[config.mk]
export PLATFORM = sky130hd
export DESIGN_NAME = ff_bank_arbiter
export DESIGN_NICKNAME = d
export VERILOG_FILES = /design/src/rtl/ff_bank_arbiter.sv
export SDC_FILE = /design/constraint.sdc
export NUM_CORES = 1
export LEC_CHECK = 0
export ABC_AREA = 1
export CAP_MARGIN = 30
export CORE_MARGIN = 2
export CORE_UTILIZATION = 52
export CTS_CLUSTER_SIZE = 20
export DETAILED_ROUTE_END_ITERATION = 12
export GPL_ROUTABILITY_DRIVEN = 0
export HOLD_SLACK_MARGIN = 0.05
export MAX_ROUTING_LAYER = met4
export PLACE_DENSITY = 0.86
export REMOVE_ABC_BUFFERS = 1
export SKIP_CTS_REPAIR_TIMING = 1
export SLEW_MARGIN = 20
export SYNTH_ARGS = -nofsm -noshare
export SYNTH_HDL_FRONTEND = slang
export SYNTH_SLANG_ARGS = --single-unit
[constraint.sdc]
create_clock -name clk -period 4.23 [get_ports clk]
set_clock_uncertainty 0.05 [all_clocks]
set_input_delay 1.269 -clock clk [delete_from_list [all_inputs] [get_ports clk]]
set_output_delay 1.269 -clock clk [all_outputs]
set_load 0.05 [all_outputs]
[src/rtl/ff_bank_arbiter.sv]
// Shared flip-flop register bank with round-robin write arbitration
// and a sequenced one-entry-per-cycle clear sweep.
module ff_bank_arbiter #(
  parameter int NUM_REQ    = 4,
  parameter int DEPTH      = 8,
  parameter int DATA_WIDTH = 16,
  parameter int ADDR_WIDTH = $clog2(DEPTH),
  localparam int GW        = $clog2(NUM_REQ)
) (
  input  logic                          clk,
  input  logic                          rst,
  input  logic [NUM_REQ-1:0]            req_valid,
  input  logic [NUM_REQ*ADDR_WIDTH-1:0] req_addr,
  input  logic [NUM_REQ*DATA_WIDTH-1:0] req_data,
  output logic [NUM_REQ-1:0]            req_ready,
  input  logic                          clr_start,
  output logic                          busy,
  input  logic [ADDR_WIDTH-1:0]         rd_addr,
  output logic [DATA_WIDTH-1:0]         rd_data,
  output logic [GW-1:0]                 last_grant
);

  typedef enum logic {IDLE, CLEAR} state_t;

  state_t                  state_q;
  logic                    busy_q;
  logic [GW-1:0]           ptr_q;
  logic [GW-1:0]           last_q;
  logic [ADDR_WIDTH-1:0]   cnt_q;
  logic [DATA_WIDTH-1:0]   bank_q [DEPTH];

  logic [NUM_REQ-1:0]      gnt;
  logic                    found;
  logic [GW-1:0]           gnt_idx;
  logic [GW-1:0]           ptr_d;
  logic [ADDR_WIDTH-1:0]   wr_addr;
  logic [DATA_WIDTH-1:0]   wr_data;
  logic [DATA_WIDTH-1:0]   rd_mux;
  logic                    clr_last;
  int                      j;

  // Scan from the pointer upward with wrap; first valid wins.
  always_comb begin
    gnt     = '0;
    found   = 1'b0;
    gnt_idx = '0;
    wr_addr = '0;
    wr_data = '0;
    j       = 0;
    if (state_q == IDLE && !clr_start) begin
      for (int k = 0; k < NUM_REQ; k++) begin
        j = int'(ptr_q) + k;
        if (j >= NUM_REQ) j = j - NUM_REQ;
        if (!found && req_valid[j]) begin
          found   = 1'b1;
          gnt[j]  = 1'b1;
          gnt_idx = GW'(j);
          wr_addr = req_addr[j*ADDR_WIDTH +: ADDR_WIDTH];
          wr_data = req_data[j*DATA_WIDTH +: DATA_WIDTH];
        end
      end
    end
  end

  always_comb begin
    ptr_d = '0;
    if (gnt_idx != GW'(NUM_REQ-1)) ptr_d = gnt_idx + 1'b1;
  end

  assign clr_last = (cnt_q == ADDR_WIDTH'(DEPTH-1));

  always_ff @(posedge clk or negedge rst) begin
    if (!rst) begin
      state_q <= IDLE;
      busy_q  <= 1'b0;
      ptr_q   <= '0;
      last_q  <= '0;
      cnt_q   <= '0;
      for (int e = 0; e < DEPTH; e++) bank_q[e] <= '0;
    end else begin
      unique case (state_q)
        IDLE: begin
          if (clr_start) begin
            state_q <= CLEAR;
            busy_q  <= 1'b1;
            cnt_q   <= '0;
          end else if (found) begin
            ptr_q  <= ptr_d;
            last_q <= gnt_idx;
            // Out-of-range addresses match no entry and are dropped.
            for (int e = 0; e < DEPTH; e++)
              if (wr_addr == ADDR_WIDTH'(e)) bank_q[e] <= wr_data;
          end
        end
        CLEAR: begin
          for (int e = 0; e < DEPTH; e++)
            if (cnt_q == ADDR_WIDTH'(e)) bank_q[e] <= '0;
          if (clr_last) begin
            state_q <= IDLE;
            busy_q  <= 1'b0;
            cnt_q   <= '0;
          end else begin
            cnt_q <= cnt_q + 1'b1;
          end
        end
        default: state_q <= IDLE;
      endcase
    end
  end

  always_comb begin
    rd_mux = '0;
    for (int e = 0; e < DEPTH; e++)
      if (rd_addr == ADDR_WIDTH'(e)) rd_mux = bank_q[e];
  end

  assign req_ready  = gnt;
  assign busy       = busy_q;
  assign last_grant = last_q;
  assign rd_data    = rd_mux;

endmodule
==> impl_results.md, run 1 <==
- Main synth FF type: dfrtp_1
- Initial core utilization: 0.525
- Worst setup SP type: input port
- CP Data Required Time: 2.91 ns
- Pwr Total: 9520 uW
- DP Area: 0.0121 mm2
- Die H: 143 um
- Fmax: 0.238 GHz
- Antenna viol nets, final: 0
- Area delta synth->final: 26.3%
- Via count: 11600
- Crit share post-route: 0.995
- Cell Int Power: 4680 uW
- DR vias/cell: 5.77
- CP endpoint: rd_data[13]
- Syn Area/Cell: 6.34 um2
- Switch Pwr: 4840 uW
- XOR/XNOR Fraction of Synth Area: 0.000866
- WS Path Type: in -> out
- Worst IR Drop VDD: 0.531 mV
- Number of flops mapped to enable cells by yosys: 0
- Worst r2r path cells: 18
- Cells after DPL: 1977
- Worst reg2reg path endpoint: bank_q[67]$_DFFE_PN0P_
- Synth top area cells: dfrtp_1 34%, nand2_1 22%, nand3_1 7.3%, o21ai_0 6.3%, inv_1 4.1%
- RSZ-0062 raised after global routing: true
- Initial antenna violation count: 0
- Most frequent cell on the critical path: buf_4
- H-tree Lvls: 4
- Max-slew headroom: 0.346
- Worst-margin pin slew: 0.974 ns
- CTS tree: built
- Setup violators final: 0
- Synth Cell Area: 0.0101 mm2
- Reg power frac: 0.224
- Die Wd: 143 um
- Ys async rst share: 1.00
- Yosys reg bits: 137
- Largest net degree at the start of global routing: 122
- Bufs and invs on worst path: 7
- Crit. End Element: output pin
- Crit path cell chain: dlymetal6s2s_1, inv_2, buf_4, buf_4, nor3_1, buf_4, buf_4, nand2_1, nand4_1, buf_12
- Final nets: 1836
- Lkg Pwr: 0.00651 uW
- CP max FO: 7
- Row Count: 51
- Top-area cell type share of the netlist area: 0.339
- CTS Sinks: 137
- DP HPWL: 22600 um
- Fin cells: 2011
- DR pass1 iterations: 6
- Max incr delay on CP: 0.29 ns
- Cell taking the most area after synthesis: dfrtp_1
- Clock Latency Late Sink: 0.42 ns
- Die ar.: 0.0206 mm2
- Combinational share of power: 0.616
- First-pass GRT wire length: 52100 um
- Reg2Reg Launch Point: ptr_q[0]$_DFFE_PN0P_
- Port bufs: 108
- Final Slew Violations: 0
- N_diodes: 0
- Count of cell types in the netlist: 43
- Root Buffer: clkbuf_16
- Clk network pwr share: 0.161
- # Max-Cap Violations: 0
- Hold Path Depth: 2
- GRT Residual Overflow: 0
- Slowest cell on the critical path: nor3_1
- Seq/Total Area, Yosys: 0.339
- Final non-filler cell area: 0.0128 mm2
- Critical Path AT: 2.89 ns
- Crit path launch: rd_addr[1]
- Simple-gate share of the synthesized area: 0.400
- Largest family of logic cells by synthesized area: simple AND/OR/NAND/NOR gates
- Wire per inst: 16.1 um
- Adder and majority gate portion of the synthesized area: 0.0210
- Initial DRC count: 1325
- Final Hold Viols: 0
- Layout cell share with drive strength beyond 1: 0.119
- Reg clk slew, reported paths: 0.06 ns
- I/O pin total: 109
- Sw Ratio: 0.508
- Gr usage total: 0.324
- Crit path depth: 10
- Core area: 0.0193 mm2
- Synth Area in Compound Gates: 0.150
- Pwr Density: 745 mW/mm2
- Reg2Reg Setup Slack: 0.33 ns
- Detailed Route WL: 32300 um
- Tmin final: 4.21 ns
- Number of synthesis warnings: 0
- Crit-path leading delay family: buffers and inverters
- Post-synthesis mux area share: 0
- Clock Tree Buf Depth: 2
- Vias in the first global route: 10700
- Worst min path class: reg -> reg
- Status: completed
- Total CTS buffers: 17
- Mapped Cells: 1597
- Drc violations: 0
==> final cells by class <==
cell class | count | area [um2]
multi-input combinational | 1247 | 5860
sequential | 137 | 3430
timing repair buffer | 207 | 2090
tap | 265 | 332
fill | 1601 | 6490
clock inverter | 12 | 168
clock buffer | 20 | 437
inverter | 123 | 467
==> worst min path at each step <==
stage                                      start                      to  slack (ns)
after floorplan           bank_q[88]$_DFFE_PN0P_  bank_q[88]$_DFFE_PN0P_        0.39
after global placement    bank_q[59]$_DFFE_PN0P_  bank_q[59]$_DFFE_PN0P_        0.40
after detailed placement  bank_q[13]$_DFFE_PN0P_  bank_q[13]$_DFFE_PN0P_        0.41
after CTS                  bank_q[8]$_DFFE_PN0P_   bank_q[8]$_DFFE_PN0P_        0.42
after global routing      bank_q[63]$_DFFE_PN0P_  bank_q[63]$_DFFE_PN0P_        0.44
final                      bank_q[8]$_DFFE_PN0P_   bank_q[8]$_DFFE_PN0P_        0.42
==> cells in the final DEF (no fill, tap or decap), types with 7 or more instances in the layout <==
cell,instances
a21oi_1,46
a221oi_1,9
buf_12,24
o21ai_0,124
nand3_1,147
clkdlybuf4s50_1,80
inv_1,110
buf_4,96
nand4_1,51
dfrtp_1,136
nand2_1,605
nor2_1,104
o21ai_1,51
nor3_1,17
clkbuf_16,17
inv_2,11
dlymetal6s2s_1,7
nand2_2,12
o211ai_1,8
ha_1,17
==> synth_stat cells (all sizes together) (2+ instances only) <==
| cell | instances |
|---|---|
| ha | 17 |
| and2 | 2 |
| a22oi | 2 |
| clkinv | 2 |
| nand2 | 619 |
| clkbuf | 36 |
| nand4 | 51 |
| inv | 121 |
| nor3 | 21 |
| nand3 | 153 |
| o211ai | 8 |
| dfrtp | 137 |
| nor2 | 109 |
| o2111ai | 4 |
| a221oi | 12 |
| nand3b | 2 |
| a21oi | 55 |
| o22ai | 4 |
| buf | 55 |
| o21ai | 178 |
==> power by group through the flow <==
stage,Sequential (uW),Clock [uW],Combinational [uW]
CTS,2110,1530,5670
detailed placement,2110,0,5640
floorplan,2190,0,3570
global placement,2100,0,5480
global route,2170,1590,6410
finish,2130,1530,5860
==> per-stage QoR <==
stage | hold slack (ns) | worst slack, ns | utilization | TNS (ns)
6_report | 0.420 | 0.0222 | 0.663 | 0
5_1_grt | 0.445 | -0.0201 | 0.663 | -0.0201
3_5_place_dp | 0.409 | -0.363 | 0.627 | -5.39
3_3_place_gp | 0.405 | -0.302 | 0.627 | -3.81
2_1_floorplan | 0.392 | -3.71 | - | -431.81
4_1_cts | 0.424 | -0.451 | 0.658 | -5.32
==> logic make-up (layout without fill, tap and decap cells) <==
| family | count (synthesis) | count (layout) |
|---|---|---|
| compound gates | 268 | 268 |
| xor+xnor | 1 | 1 |
| fa+ha+maj | 17 | 17 |
| buf+inv | 214 | 362 |
| flops | 137 | 137 |
| other cells | 1 | 2 |
| simple gates | 959 | 959 |
==> layer usage <==
metal,track usage,part of all wire
met5,-,0
met4,0.134,0.034
met3,0.0556,0.10
met2,0.498,0.45
met1,0.426,0.41
==> flip-flops by register name, indices dropped and copies added, names as in the netlist <==
name,count
cnt_q,3
ptr_q,2
busy,1
bank_q,128
last_grant,2
state_q,1
==> worst reg2reg max path, delay by kind of cell (launching register included) <==
family	cells	cell delay, ns
buf+inv	3	0.51
flops	1	0.55
fa+ha+maj	2	0.59
compound gates	1	0.10
simple gates	12	1.93
Note: power is estimated with default switching activity, not from simulation.
==> run 2, diff against run 1 <==
--- a/config.mk
+++ b/config.mk
@@ -7,6 +7,7 @@
 export LEC_CHECK = 0
 export ABC_AREA = 1
 export CAP_MARGIN = 30
+export CORE_ASPECT_RATIO = 1.4
 export CORE_MARGIN = 2
 export CORE_UTILIZATION = 52
 export CTS_CLUSTER_SIZE = 20
==> impl_results.md, run 2 (synthesis gave the netlist of run 1 again) <==
- Clock Latency Late Sink: 0.42 ns (about the same)
- Crit path launch: rd_addr[0]
- Reg clk slew, reported paths: 0.05 ns (about the same)
- Port bufs: 108 (unchanged)
- Reg2Reg Launch Point: ptr_q[0]$_DFFE_PN0P_
- DR pass1 iterations: 7 (+1)
- Worst-margin pin slew: 0.899 ns (-0.0743 ns)
- I/O pin total: 109 (unchanged)
- Detailed Route WL: 32900 um (+1.7%)
- Max incr delay on CP: 0.26 ns (-0.03 ns)
- Largest registers: bank_q (128), cnt_q (3)
- Core area: 0.0191 mm2 (-0.66%)
- Sequential Area: 0.00343 mm2 (unchanged)
- Layout cell share with drive strength beyond 1: 0.114 (-0.00501)
- Fin cells: 1983 (-1.4%)
- Hold path start: bank_q[4]$_DFFE_PN0P_
- DR vias/cell: 5.87 (+1.8%)
- H-tree Lvls: 4 (unchanged)
- Drc violations: 0 (unchanged)
- Die ar.: 0.0206 mm2 (about the same)
- Reg with most FFs: bank_q
- Post-layout util: 0.665 (+0.00181)
- Gr usage total: 0.334 (+0.0101)
- Number of fill cells in the layout: 1521 (-5.0%)
- Bufs and invs on worst path: 4 (-3)
- Final Hold Viols: 0 (unchanged)
- Total CTS buffers: 17 (unchanged)
- Crit path cell chain: dlymetal6s2s_1, buf_4, nand3_1, buf_12, nor2_1, a221oi_1, nand2_1, a21oi_1, nand4_1, buf_12
- CP Data Required Time: 2.91 ns (about the same)
- Fmax: 0.243 GHz (+2.2%)
- Final Slew Violations: 0 (unchanged)
- Crit-path leading delay family: buffers and inverters
- Lkg Pwr: 0.00650 uW (-0.20%)
- WS Path Type: in -> out
- Setup TNS: 0 ns (unchanged)
- CP endpoint: rd_data[1]
- Max reg flops: 128 (unchanged)
- Die H: 169 um (+18%)
- Max-slew headroom: 0.400 (+0.0545)
- First-pass GRT wire length: 53700 um (+3.1%)
- N_diodes: 0 (unchanged)
- Reg2Reg Setup Slack: 0.29 ns (-0.04 ns)
- Worst r2r path cells: 18 (unchanged)
- Final nets: 1826 (-0.54%)
- Crit. End Element: output pin
- Pwr Density: 752 mW/mm2 (+0.95%)
- Setup violators final: 0 (unchanged)
- Final non-filler cell area: 0.0127 mm2 (-0.39%)
- CTS Sinks: 137 (unchanged)
- Wire per inst: 16.6 um (+3.2%)
- Die Wd: 122 um (-15%)
- Worst min path class: reg -> reg
- Slowest cell on the critical path: a221oi_1
- Most frequent cells in the layout: 602 x nand2_1, 145 x nand3_1, 136 x dfrtp_1
- Largest net degree at the start of global routing: 117 (-4.1%)
- Via count: 11600 (+0.34%)
- Crit share post-route: 0.973 (-0.0215)
- Commonest non-fill, non-tap cell in the layout: nand2_1
- Vias in the first global route: 11300 (+5.6%)
- Worst reg2reg path endpoint: bank_q[46]$_DFFE_PN0P_
- Cells after DPL: 1950 (-1.4%)
- GRT Residual Overflow: 0 (unchanged)
- DP HPWL: 22700 um (+0.27%)
- Tmin final: 4.12 ns (-0.0907 ns)
- Antenna viol nets, final: 0 (unchanged)
- CP max FO: 12 (+5)
- Hold_ws: 0.423 ns (+0.00299 ns)
- Multi-input gate area: 0.00588 mm2 (+0.41%)
- Status: completed
- Initial core utilization: 0.529 (+0.00350)
- Clock Tree Buf Depth: 2 (unchanged)
- Most frequent cell on the critical path: buf_12
- # Max-Cap Violations: 0 (unchanged)
- Worst IR Drop VDD: 0.383 mV (-28%)
- CTS tree: built
- Critical Path AT: 2.80 ns (-0.09 ns)
- Initial DRC count: 1282 (-3.2%)
- Area delta synth->final: 25.8%
- Crit path depth: 10 (unchanged)
- RSZ-0062 raised after global routing: false
- Worst setup SP type: input port
- Row Count: 60 (+18%)
- Initial antenna violation count: 0 (unchanged)
- DP Area: 0.0120 mm2 (-0.74%)
- Root Buffer: clkbuf_16
-- run 2: worst min-delay path by stage --
stage / end / slack, ns / cells after the start
after floorplan: bank_q[88]$_DFFE_PN0P_ / 0.39 / 2
after global placement: bank_q[27]$_DFFE_PN0P_ / 0.41 / 2
after detailed placement: bank_q[123]$_DFFE_PN0P_ / 0.41 / 2
after CTS: bank_q[4]$_DFFE_PN0P_ / 0.42 / 2
after global routing: bank_q[4]$_DFFE_PN0P_ / 0.44 / 2
final: bank_q[4]$_DFFE_PN0P_ / 0.42 / 2
-- run 2: where the power goes --
| part | switching, uW | internal, uW |
|---|---|---|
| clock | 570 | 973 |
| combinational | 3940 | 1990 |
| sequential | 320 | 1790 |
-- run 2: layer usage --
layer | share of wire | vias up | GRT usage
met5 | 0 | - | -
met4 | 0.062 | 0 | 0.220
met3 | 0.094 | 189 | 0.0532
met2 | 0.48 | 768 | 0.535
met1 | 0.36 | 5211 | 0.385
li1 | - | 5481 | -
-- run 2: area by class of cell --
type | count | area share
inverters | 123 | 0.0365
repair buffers | 197 | 0.160
well taps | 248 | 0.0244
clock inverters | 10 | 0.0112
flip-flops and latches | 137 | 0.270
clock buffers | 21 | 0.0370
multi-input cells | 1247 | 0.462
-- run 2: worst min-delay path, stage by stage, from the launching register on --
cell,delay (ns)
dfrtp_1,0.34
nand2_1,0.05
nand2_1,0.05
-- run 2: stage by stage --
step	power (uW)	worst slack, ns
after floorplan	5760	-3.71
after global placement	7580	-0.177
after detailed placement	7730	-0.254
after CTS	9300	-0.286
after global routing	10300	0.0199
final	9580	0.113
